$ cat config.mk
export PLATFORM = sky130hd
export DESIGN_NAME = vmicro16_flags_unit
export DESIGN_NICKNAME = d
export VERILOG_FILES = /design/src/rtl/vmicro16_flags_unit.sv
export SDC_FILE = /design/constraint.sdc
export NUM_CORES = 1
export LEC_CHECK = 0
export BUFFER_PORTS_ARGS = -buffer_cell sky130_fd_sc_hd__buf_2
export CORE_UTILIZATION = 45
export DETAILED_ROUTE_END_ITERATION = 8
export PLACE_DENSITY = 0.85
export SETUP_SLACK_MARGIN = 0.2
export SYNTH_ARGS = -nofsm -noshare
export SYNTH_HDL_FRONTEND = slang
export SYNTH_SLANG_ARGS = --single-unit
$ cat constraint.sdc
create_clock -name clk -period 1.05 [get_ports clk]
set_clock_uncertainty 0.05 [all_clocks]
set_input_delay 0.21 -clock clk [delete_from_list [all_inputs] [get_ports clk]]
set_output_delay 0.21 -clock clk [all_outputs]
set_load 0.01 [all_outputs]
$ cat src/rtl/vmicro16_flags_unit.sv
// vmicro16_flags_unit: compare -> flags pipeline plus branch-condition resolver.
// A compare is registered into stage S1 and written to the architectural
// flags register one edge later. Branches are resolved against the flags
// register and answered with a one-cycle br_done pulse.
// Optional feature macro: VMICRO16_FLAGS_FWD_EN (forward S1 flags to branch
// resolution so a branch need not wait for write-back).
module vmicro16_flags_unit (
  input  logic        clk,
  input  logic        reset,
  input  logic        cmp_valid,
  output logic        cmp_ready,
  input  logic [15:0] cmp_a,
  input  logic [15:0] cmp_b,
  output logic [3:0]  flags,
  input  logic        br_valid,
  input  logic [7:0]  br_cond,
  output logic        br_ready,
  output logic        br_done,
  output logic        br_taken,
  output logic        br_bad_cond
);

  // Branch condition encodings (ISA VMICRO16_OP_BR_* values)
  localparam logic [7:0] BR_U  = 8'h00;
  localparam logic [7:0] BR_E  = 8'h01;
  localparam logic [7:0] BR_NE = 8'h02;
  localparam logic [7:0] BR_G  = 8'h03;
  localparam logic [7:0] BR_L  = 8'h05;

  logic [3:0]  s1_flags_q, s1_flags_d;
  logic        s1_valid_q, s1_valid_d;
  logic [3:0]  flags_q, flags_d;
  logic        br_done_q, br_done_d;
  logic        br_taken_q, br_taken_d;
  logic        br_bad_q, br_bad_d;

  logic [16:0] sum;
  logic [15:0] diff;
  logic [3:0]  cmp_flags;
  logic [3:0]  res_flags;
  logic        br_accept;
  logic        cond_taken;
  logic        cond_bad;

  // The unit never stalls compares.
  assign cmp_ready = 1'b1;

`ifdef VMICRO16_FLAGS_FWD_EN
  // S1 flags are forwarded, so only a same-cycle compare holds a branch off.
  assign br_ready  = ~cmp_valid;
  assign res_flags = s1_valid_q ? s1_flags_q : flags_q;
`else
  // Branch must wait until any in-flight compare has written back.
  assign br_ready  = ~s1_valid_q & ~cmp_valid;
  assign res_flags = flags_q;
`endif

  assign br_accept = br_valid & br_ready;

  // Subtract as a + ~b + 1 and derive {N,Z,C,V}.
  always_comb begin
    sum       = {1'b0, cmp_a} + {1'b0, ~cmp_b} + 17'd1;
    diff      = sum[15:0];
    cmp_flags = {diff[15],
                 (diff == 16'h0000),
                 sum[16],
                 (cmp_a[15] != cmp_b[15]) && (diff[15] != cmp_a[15])};
  end

  // Evaluate the requested condition against the resolution flags.
  always_comb begin
    cond_taken = 1'b0;
    cond_bad   = 1'b0;
    case (br_cond)
      BR_U:    cond_taken = 1'b1;
      BR_E:    cond_taken = res_flags[2];
      BR_NE:   cond_taken = ~res_flags[2];
      BR_L:    cond_taken = res_flags[3] != res_flags[0];
      BR_G:    cond_taken = ~res_flags[2] && (res_flags[3] == res_flags[0]);
      default: cond_bad   = 1'b1;
    endcase
  end

  // Next-state for the compare pipeline and the branch result registers.
  always_comb begin
    s1_flags_d = s1_flags_q;
    s1_valid_d = 1'b0;
    flags_d    = flags_q;
    br_done_d  = 1'b0;
    br_taken_d = 1'b0;
    br_bad_d   = 1'b0;
    if (s1_valid_q) flags_d = s1_flags_q;
    if (cmp_valid) begin
      s1_flags_d = cmp_flags;
      s1_valid_d = 1'b1;
    end
    if (br_accept) begin
      br_done_d  = 1'b1;
      br_taken_d = cond_taken;
      br_bad_d   = cond_bad;
    end
  end

  // State registers; reset discards any compare still sitting in S1.
  always_ff @(posedge clk or posedge reset) begin
    if (reset) begin
      s1_flags_q <= 4'b0000;
      s1_valid_q <= 1'b0;
      flags_q    <= 4'b0000;
      br_done_q  <= 1'b0;
      br_taken_q <= 1'b0;
      br_bad_q   <= 1'b0;
    end else begin
      s1_flags_q <= s1_flags_d;
      s1_valid_q <= s1_valid_d;
      flags_q    <= flags_d;
      br_done_q  <= br_done_d;
      br_taken_q <= br_taken_d;
      br_bad_q   <= br_bad_d;
    end
  end

  assign flags       = flags_q;
  assign br_done     = br_done_q;
  assign br_taken    = br_taken_q;
  assign br_bad_cond = br_bad_q;

endmodule
==> results of run 1 <==
==> metrics by stage <==
stage	utilization, %	instance area [sq um]	std cells	TNS [ns]	setup WS (ns)
floorplan	-	1650	182	-3.31	-0.984
global placement	71.7	2220	314	-4.72	-1.29
detailed placement	71.7	2220	314	-5.02	-1.40
CTS	78.8	2440	324	-4.13	-1.02
global route	82.9	2570	325	-5.48	-1.45
finish	82.9	2570	325	-5.01	-1.31
==> what timing repair did <==
item                                    CTS  global route
hold endpoints to repair                 12            12
buffers inserted                          6             1
pin swaps                                 9             6
endpoints found under the setup margin   19            19
gates resized for setup                  31            23
==> worst paths after layout <==
kind,start,endpoint,slack (ns),cells past startpoint
worst max register to register,flags[0]$_DFFE_PP0P_,br_taken$_DFF_PP0_,-0.24,4
worst max-delay path,cmp_a[0],s1_flags_q[2]$_DFFE_PP0P_,-1.31,11
min in group clk,br_cond[3],br_taken$_DFF_PP0_,0.16,3
max in group asynchronous,reset,s1_valid_q$_DFF_PP0_,0.69,2
worst min-delay path,reset,br_bad_cond$_DFF_PP0_,-0.1,2
worst min register to register,s1_flags_q[0]$_DFFE_PP0P_,flags[0]$_DFFE_PP0P_,0.49,1
==> state kept, by name, summed over array words and instances, names as in the netlist <==
register     cells
s1_flags_q       4
br_done          1
br_bad_cond      1
flags            4
s1_valid_q       1
br_taken         1
==> metal layers <==
metal	vias to the layer above	global-route usage (%)	wire length (um)
met5	-	0	0
met4	0	10.3	389
met3	54	4.80	539
met2	169	56.3	3300
met1	930	31.5	2200
li1	857	-	-
==> synthesized netlist by cell type (2+ instances only) <==
cell type / instances
nand2_1: 6
ha_1: 16
o221ai_1: 2
nand2b_1: 5
o21ai_0: 10
inv_1: 29
a21oi_1: 12
buf_2: 3
o2111ai_1: 2
a21o_1: 3
a211oi_1: 3
nand3_1: 2
nor4b_1: 3
and3_1: 2
mux2_2: 6
nor2_1: 14
o211a_1: 2
xor2_1: 2
xnor2_1: 5
o21a_1: 4
dfrtp_1: 12
o31a_1: 3
clkbuf_1: 3
nor3_1: 3
nand4_1: 4
==> layout by cell type, fill, tap and decap left out, types with 3 or more instances in the layout <==
| cell type | count |
|---|---|
| a21o_1 | 3 |
| a21oi_1 | 9 |
| buf_2 | 40 |
| buf_4 | 45 |
| buf_6 | 16 |
| clkbuf_4 | 3 |
| dfrtp_1 | 11 |
| ha_1 | 8 |
| ha_4 | 7 |
| inv_1 | 24 |
| mux2_4 | 5 |
| nand2_1 | 4 |
| nand2b_1 | 4 |
| nand4_1 | 4 |
| nor2_1 | 10 |
| nor2_4 | 3 |
| o21a_1 | 4 |
| o21ai_0 | 6 |
| o31a_1 | 3 |
| xnor2_1 | 3 |
==> final cells by class <==
type,instances,area (sq um)
Multi-Input combinational cell,134,1320
Timing Repair Buffer,102,733
Fill cell,187,531
Sequential cell,12,302
Inverter,29,129
Tap cell,44,55.1
Clock buffer,4,36.3
==> cells by family after synthesis <==
family / synth area share, %
other: 0.251
XOR/XNOR: 4.11
AND/OR/NAND/NOR: 16.9
flip-flops: 20.1
AO/OA/AOI/OAI: 29.0
buffers and inverters: 9.56
adder cells (fa/ha/maj): 14.8
multiplexers: 5.20
==> power groups by stage <==
| stage | logic (mW) | clock network, mW | registers, mW |
|---|---|---|---|
| after floorplan | 0.669 | 0 | 0.576 |
| after global placement | 1.10 | 0 | 0.558 |
| after detailed placement | 1.14 | 0 | 0.564 |
| after CTS | 1.33 | 0.376 | 0.563 |
| after global routing | 1.59 | 0.394 | 0.581 |
| final | 1.50 | 0.379 | 0.579 |
==> results.md, run 1 <==
* GRT overflow at 0
* Ys flop type: dfrtp_1
* CTS tree: done
* DR vias at between 2000 and 2500
* CTS clk-pin slew, worst paths at ~0.09 ns
* NumNets Final at 343
* CP delay by family, top: compound AO/OA/AOI/OAI gates
* Row count at 20
* Vias/cell at between 6 and 7
* Total power at between 2 and 2.5 mW
* ANT nets after route at 0
* Detail Placement HPWL at ~3400 um
* RSZ-0062 raised after global routing: yes
* Worst EP arrival at approximately 2.5 ns
* Initial Util at approximately half
* GRT Resource Usage Total at 29.2%
* # setup viols final at 15
* DRC viols at 0
* H-Tree Depth at 1
* Power Density at around 960 nW/um^2
* Crit end category: flip-flop
* Area share of the largest cell type after synthesis at between 20% and 30%
* Mean Syn Cell Area at ~8 sq um
* CP peak stage delay at 0.40 ns
* Initial DRC Count at 226
* Fin crit period at 2.36 ns
* Number of synthesized flops with an enable pin at 0
* Max cap viols at 0
* WP data required at about 1.2 ns
* Die Y at 59.6 um
* N_diodes at 0
* Buf/Inv on CP at 2
* Initial antenna violation count at 0
* Port Buffers at between 50 and 60
* Ys async rst share at 100%
* Internal at 1.53 mW
* Syn Inst Count at 182
* Worst IR drop on VDD at 0.000412 V
* Gate power share at 61.1%
* Fraction of layout cells with a size suffix above 1 at 56.2%
* I/O pin count at between 50 and 60
* Clk buf depth at 2
* Die X-Extent at a little under 60 um
* Number of hold violations in the final report at 12
* Slowest cell on crit path: fa_2
* Crit-path max FO at 2
* Root buffer cell: clkbuf_4
* Maximum clock frequency at between 400 and 500 MHz
* Final Cycle Share at 225%
* CP startpoint kind: input port
* Final wirelength at between 6000 and 7000 um
* Hold_ws at -0.0989 ns
* Vias in the first global route at ~1800
* Pleak at ~1.3 nW
* Yosys warning count at 0
* Sink Count at 12
* Drt first pass iters at 5
* Outcome: finished, violations left
* Worst hold path type: in2async
* Switching pwr at about 940 uW
* Final setup margin at -1.31 ns
* Switching fraction of total power at a little under two fifths
* Syn nets at approximately 240
* Critical path class: in2reg
* Cell taking the most area after synthesis: dfrtp_1
* Max-slew violations at 0
* Worst path cell trace: buf_8 > inv_12 > ha_4 > fa_2 > xnor2_1 > a2111oi_2 > o221a_1 > nand4_1 > nor3_2 > o2111ai_2 > o32ai_2
* Core box area at about 3100 sq um
* Pin count of the biggest net entering global routing at 13
* Worst skew pair latency at around 0.28 ns
* Synth top area cells: dfrtp_1 20%, ha_1 13%, inv_1 7.3%, mux2_2 4.5%, a21oi_1 4.0%
* Failing checks: hold timing, setup timing
* RD Place Congestion at around 0.91
* Mapped Area at roughly 1500 sq um
* Area growth syn-to-layout at 72.5%
* Register area share after synthesis at 20.1%
* Seq cells post-synth at 12
* CTS Buf Count at 3
* Synth cell types at 51
* Clock power frac at between 10% and 20%
* Sequential share of power at a little under a quarter
* Die Footprint at roughly 3500 sq um
* Global-route wire length before repair at 7750 um
* WL/cell at between 15 and 20 um
Note: power is estimated with default switching activity, not from simulation.
==> run 2: changes to the inputs <==
--- a/config.mk
+++ b/config.mk
@@ -5,7 +5,7 @@
 export SDC_FILE = /design/constraint.sdc
 export NUM_CORES = 1
 export LEC_CHECK = 0
-export BUFFER_PORTS_ARGS = -buffer_cell sky130_fd_sc_hd__buf_2
+export BUFFER_PORTS_ARGS = -buffer_cell sky130_fd_sc_hd__buf_4
 export CORE_UTILIZATION = 45
 export DETAILED_ROUTE_END_ITERATION = 8
 export PLACE_DENSITY = 0.85
==> run 2 against run 1 <==
Against the previous run: the run still ends with hold timing, setup timing left; cell area rose by 3.9%; fmax rose by 12%; die area did not move; via count fell by 1.1%; global-route usage rose by 6.8 points; sequential power fell by 0.7%; utilization rose by 3.2 points; wire length rose by 5.9%; setup slack improved by 0.26 ns; critical path depth did not move.
==> results.md, run 2 (synthesis gave the netlist of run 1 again) <==
* Worst Reg-to-Reg Cells at 4
* Worst R2R Start: flags[0]$_DFFE_PP0P_
* Worst IR drop on VDD at 0.000462 V
* Fin crit period at approximately 2.1 ns
* Fillcell total at ~170
* Most frequent cells in the layout: 81 x buf_4, 23 x inv_1, 19 x buf_6
* Sequential share of power at approximately 22%
* Outcome: finished, violations left
* Hold_ws at -0.107 ns
* GRT Resource Usage Total at 36.0%
* CP startpoint kind: input port
* Grt met3 use at roughly a tenth
* Internal at around 1.6 mW
* CTS clk-pin slew, worst paths at approximately 0.10 ns
* N_diodes at 0
* NumNets Final at 342
* Worst-Margin Slew at about 0.52 ns
* Sink Count at 12
* Reg2Reg Setup Slack at -0.24 ns
* Max-slew violations at 0
* Slew HR at 65.6%
* Initial antenna violation count at 0
* Final setup margin at -1.05 ns
* WP data required at 1.21 ns
* I/O pin count at 53
* Port Buffers at 51
* Placed Area at around 2300 sq um
* Fin util at between 80 and 90%
* Drt first pass iters at 7
* RD Place Congestion at slightly above 0.9
* Seq. cell area at between 300 and 400 sq um
* Core box area at 3100 sq um
* # setup viols final at 17
* Worst skew pair latency at ~0.29 ns
* Pleak at 1.30 nW
* Maximum clock frequency at 476 MHz
* Clk buf depth at 2
* Die X-Extent at approximately 60 um
* Global Route met1 Usage at about two fifths
* Row count at 20
* Die Footprint at between 3000 and 4000 sq um
* Commonest non-fill, non-tap cell in the layout: buf_4
* Critical path class: in2reg
* GRT overflow at 0
* Worst path cell trace: buf_12 > inv_12 > ha_4 > fa_2 > nor2b_4 > o31a_1 > o41ai_4 > o32ai_2 > o41ai_4 > xnor2_1 > o32ai_2
* Crit end category: flip-flop
* Crit-path max FO at 3
* Worst R2R End: br_taken$_DFF_PP0_
* CTS tree: done
* Worst hold path type: in2async
* Switching pwr at ~980 uW
* Pin count of the biggest net entering global routing at 13
* CP peak stage delay at around 0.33 ns
* ANT nets after route at 0
* Routing usage on met2 at between 60% and 70%
* Footprint of the multi-input gates at 1310 sq um
* Buf/Inv on CP at 2
* CP delay by family, top: compound AO/OA/AOI/OAI gates
* CTS Buf Count at 3
* Final wirelength at approximately 6800 um
* Vias/cell at slightly above 6
* Number of hold violations in the final report at 12
* Global-route wire length before repair at about 9300 um
* Final Cycle Share at 200%
* DR vias at about 2000
* Fraction of layout cells with a size suffix above 1 at between 50% and 60%
* Total power at approximately 2.6 mW
* Area growth syn-to-layout at 79.2%
* WL/cell at 21.0 um
* DRC viols at 0
* Initial DRC Count at roughly 210
* Slowest cell on crit path: o41ai_4
* Max cap viols at 0
* Clock power frac at around 16%
* Power Density at approximately 960 nW/um^2
* Root buffer cell: clkbuf_4
* H-Tree Depth at 1
* Failing checks: hold timing, setup timing
* Detail Placement HPWL at around 3600 um
* Gate power share at 61.2%
* Vias in the first global route at roughly 1900
* Initial Util at between 40% and 50%
* Die Y at 59.6 um
* Finished Cell Area at roughly 2700 sq um
* Switching fraction of total power at 38.4%
* Gr busiest metal: met2
* RSZ-0062 raised after global routing: yes
* Worst EP arrival at 2.26 ns
run 2: worst max-delay path by stage:
| stage | from | endpoint | slack, ns | depth (start not counted) |
|---|---|---|---|---|
| global route | cmp_a[0] | s1_flags_q[2]$_DFFE_PP0P_ | -1.17 | 11 |
| floorplan | cmp_a[0] | s1_flags_q[2]$_DFFE_PP0P_ | -0.98 | 10 |
| finish | cmp_a[0] | s1_flags_q[2]$_DFFE_PP0P_ | -1.05 | 11 |
| CTS | cmp_b[0] | s1_flags_q[2]$_DFFE_PP0P_ | -1.03 | 10 |
| detailed placement | cmp_a[0] | s1_flags_q[2]$_DFFE_PP0P_ | -1.40 | 11 |
| global placement | cmp_a[0] | s1_flags_q[2]$_DFFE_PP0P_ | -1.29 | 11 |
run 2: layout make-up:
| cell class | count | area share [%] |
|---|---|---|
| Tap cell | 44 | 2.06 |
| Inverter | 29 | 4.82 |
| Clock buffer | 4 | 1.36 |
| Timing Repair Buffer | 101 | 31.5 |
| Multi-Input combinational cell | 134 | 49.0 |
| Sequential cell | 12 | 11.3 |
run 2: what timing repair did:
action,in CTS,in global routing
resized for setup,44,11
buffers inserted,7,1
endpoints found under the hold margin,12,12
pin swaps,15,3
endpoints found under the setup margin,19,19
run 2: power groups by stage:
stage / Combinational [mW] / Clock, mW / Sequential [mW]
after floorplan: 0.669 / 0 / 0.576
after global placement: 1.16 / 0 / 0.559
after detailed placement: 1.20 / 0 / 0.567
after CTS: 1.41 / 0.381 / 0.568
after global routing: 1.65 / 0.433 / 0.576
final: 1.57 / 0.421 / 0.575
run 2: metrics by stage:
stage / cells / hold slack (ns) / setup TNS [ns] / setup WS [ns]
4_1_cts: 323 / -0.107 / -4.05 / -1.03
5_1_grt: 324 / -0.0667 / -5.63 / -1.17
3_3_place_gp: 312 / 0.188 / -4.73 / -1.29
3_5_place_dp: 312 / 0.201 / -5.22 / -1.40
6_report: 324 / -0.107 / -5.25 / -1.05
2_1_floorplan: 182 / 0.0246 / -3.31 / -0.984
run 2: per-layer routing:
layer / share of wire (%) / vias to the layer above / wire, um
met5: 0 / - / 0
met4: 5.5 / 0 / 373
met3: 10 / 43 / 685
met2: 47 / 168 / 3180
met1: 38 / 919 / 2570
li1: - / 858 / -
==> run 3: changes to the inputs <==
--- a/config.mk
+++ b/config.mk
@@ -8,6 +8,7 @@
 export BUFFER_PORTS_ARGS = -buffer_cell sky130_fd_sc_hd__buf_4
 export CORE_UTILIZATION = 45
 export DETAILED_ROUTE_END_ITERATION = 8
+export GPL_TIMING_DRIVEN = 0
 export PLACE_DENSITY = 0.85
 export SETUP_SLACK_MARGIN = 0.2
 export SYNTH_ARGS = -nofsm -noshare
==> constraint.sdc (replaced) <==
create_clock -name clk -period 1.8 [get_ports clk]
set_clock_uncertainty 0.05 [all_clocks]
set_input_delay 0.36 -clock clk [delete_from_list [all_inputs] [get_ports clk]]
set_output_delay 0.36 -clock clk [all_outputs]
set_load 0.01 [all_outputs]
==> run 3 against run 2 <==
Against the previous run: clock-buffer cell count unchanged; highest routed layer unchanged; the run ends with setup timing left; clock power down 49%; setup slack better by 0.53 ns; first-iteration DRC count down 52%; combinational power down 53%; critical path depth unchanged; utilization down 7.8 points.
==> results.md, run 3 (synthesis gave the netlist of run 1 again) <==
* Pin count of the biggest net entering global routing at 13
* Initial Util at 48.1%
* Finished Cell Area at 2430 sq um
* Detail Placement HPWL at about 3000 um
* Hold_ws at roughly 0.023 ns
* Maximum clock frequency at approximately 430 MHz
* CP startpoint kind: input port
* Die X-Extent at 59.6 um
* Worst-Margin Slew at between 0.5 and 0.6 ns
* Worst IR drop on VDD at 0.000444 V
* RSZ-0062 raised after global routing: yes
* N_diodes at 0
* Root buffer cell: clkbuf_4
* Clk buf depth at 2
* Global-route wire length before repair at ~7300 um
* Die Y at about 60 um
* Final wirelength at between 4000 and 5000 um
* Outcome: finished, violations left
* Slowest cell on crit path: fa_2
* Worst EP arrival at approximately 2.5 ns
* DP Worst Slack at -0.749 ns
* Number of hold violations in the final report at 0
* Pleak at ~1.2 nW
* Worst hold path type: in2async
* DR vias at ~1700
* Final Cycle Share at 129%
* Crit end category: flip-flop
* Critical path class: in2reg
* CTS clk-pin slew, worst paths at around 0.08 ns
* Max cap viols at 0
* Port Buffers at a little over 50
* Fin crit period at 2.32 ns
* Worst Reg-to-Reg Cells at 4
* Die Footprint at 3550 sq um
* CTS tree: done
* Crit-path max FO at 2
* Vias in the first global route at 1671
* ANT nets after route at 0
* Worst path cell trace: buf_8 > inv_12 > ha_4 > fa_2 > nand3_1 > a2111oi_4 > o221a_1 > nand4_1 > nor3_2 > o2111ai_1 > o32ai_2
* RD Place Congestion at about 0.84
* Sink Count at 12
* H-Tree Depth at 1
* Fraction of layout cells with a size suffix above 1 at around half
* I/O pin count at between 50 and 60
* Worst skew pair latency at about 0.27 ns
* WL/cell at 15.8 um
* Fin util at roughly four fifths
* Slew HR at about two thirds
* DRC viols at 0
* Initial antenna violation count at 0
* Commonest non-fill, non-tap cell in the layout: buf_4
* GRT overflow at 0
* Row count at 20
* Core box area at 3100 sq um
* WP data required at 1.93 ns
* Placed Area at approximately 2100 sq um
* # setup viols final at 4
* Power Density at approximately 530 nW/um^2
* Final setup margin at -0.524 ns
* Failing checks: setup timing
* Max-slew violations at 0
* CTS Buf Count at 3
* Vias/cell at roughly 6
* Most frequent cells in the layout: 55 x buf_4, 24 x inv_1, 12 x nor2_1, 12 x dfrtp_1, 11 x buf_6
* GRT Resource Usage Total at 27.3%
* Initial DRC Count at 100
* NumNets Final at approximately 310
* Drt first pass iters at 4
* CP peak stage delay at between 0.5 and 0.6 ns
* Area growth syn-to-layout at 63.0%
-- run 3: through the flow --
step	std cells	setup TNS (ns)	power, mW
global route	296	-1.29	1.36
detailed placement	277	-2.06	0.900
floorplan	182	-0.815	0.714
finish	296	-1.06	1.28
global placement	277	-1.96	0.886
CTS	296	-0.757	1.24
-- run 3: path summary, 6_finish.rpt --
check,slack (ns),endpoint,startpoint
max in group asynchronous,1.37,flags[1]$_DFFE_PP0P_,reset
worst max register to register,0.51,br_taken$_DFF_PP0_,flags[3]$_DFFE_PP0P_
worst max-delay path,-0.52,s1_flags_q[2]$_DFFE_PP0P_,cmp_a[0]
min in group clk,0.14,s1_valid_q$_DFF_PP0_,cmp_valid
worst min register to register,0.48,flags[2]$_DFFE_PP0P_,s1_flags_q[2]$_DFFE_PP0P_
worst min-delay path,0.02,s1_flags_q[0]$_DFFE_PP0P_,reset
-- run 3: cell type report --
type / count / area (sq um)
sequential: 12 / 300
fill: 217 / 672
timing repair buffer: 66 / 548
multi-input combinational: 134 / 1280
buffer: 7 / 81.3
inverter: 29 / 129
tap: 44 / 55.1
clock buffer: 4 / 36.3
-- run 3: power breakdown --
part,total (mW),internal [mW],switching (mW)
sequential,0.328,0.302,0.0262
clock,0.213,0.123,0.0902
combinational,0.740,0.394,0.346
total,1.28,0.818,0.463
-- run 3: per-layer routing --
metal  vias up  routed length, um  track usage [%]
li1        805                  -                -
met1       817               1840             33.5
met2        94               2370             46.7
met3        17                329             3.49
met4         0                138             14.0
met5         -                  0                0
-- run 3: critical path: cells and delay by family --
| family | cells | cell delay [ns] |
|---|---|---|
| adder cells (fa/ha/maj) | 2 | 0.67 |
| AO/OA/AOI/OAI | 4 | 0.87 |
| buffers and inverters | 2 | 0.12 |
| AND/OR/NAND/NOR | 3 | 0.44 |
-- run 3: what timing repair did --
item | CTS | global route
hold buffers | 0 | 0
endpoints found under the setup margin | 4 | 4
buffers inserted | 15 | 0
resized for setup | 38 | 6
pin swaps | 10 | 0
gates cloned | 0 | 0
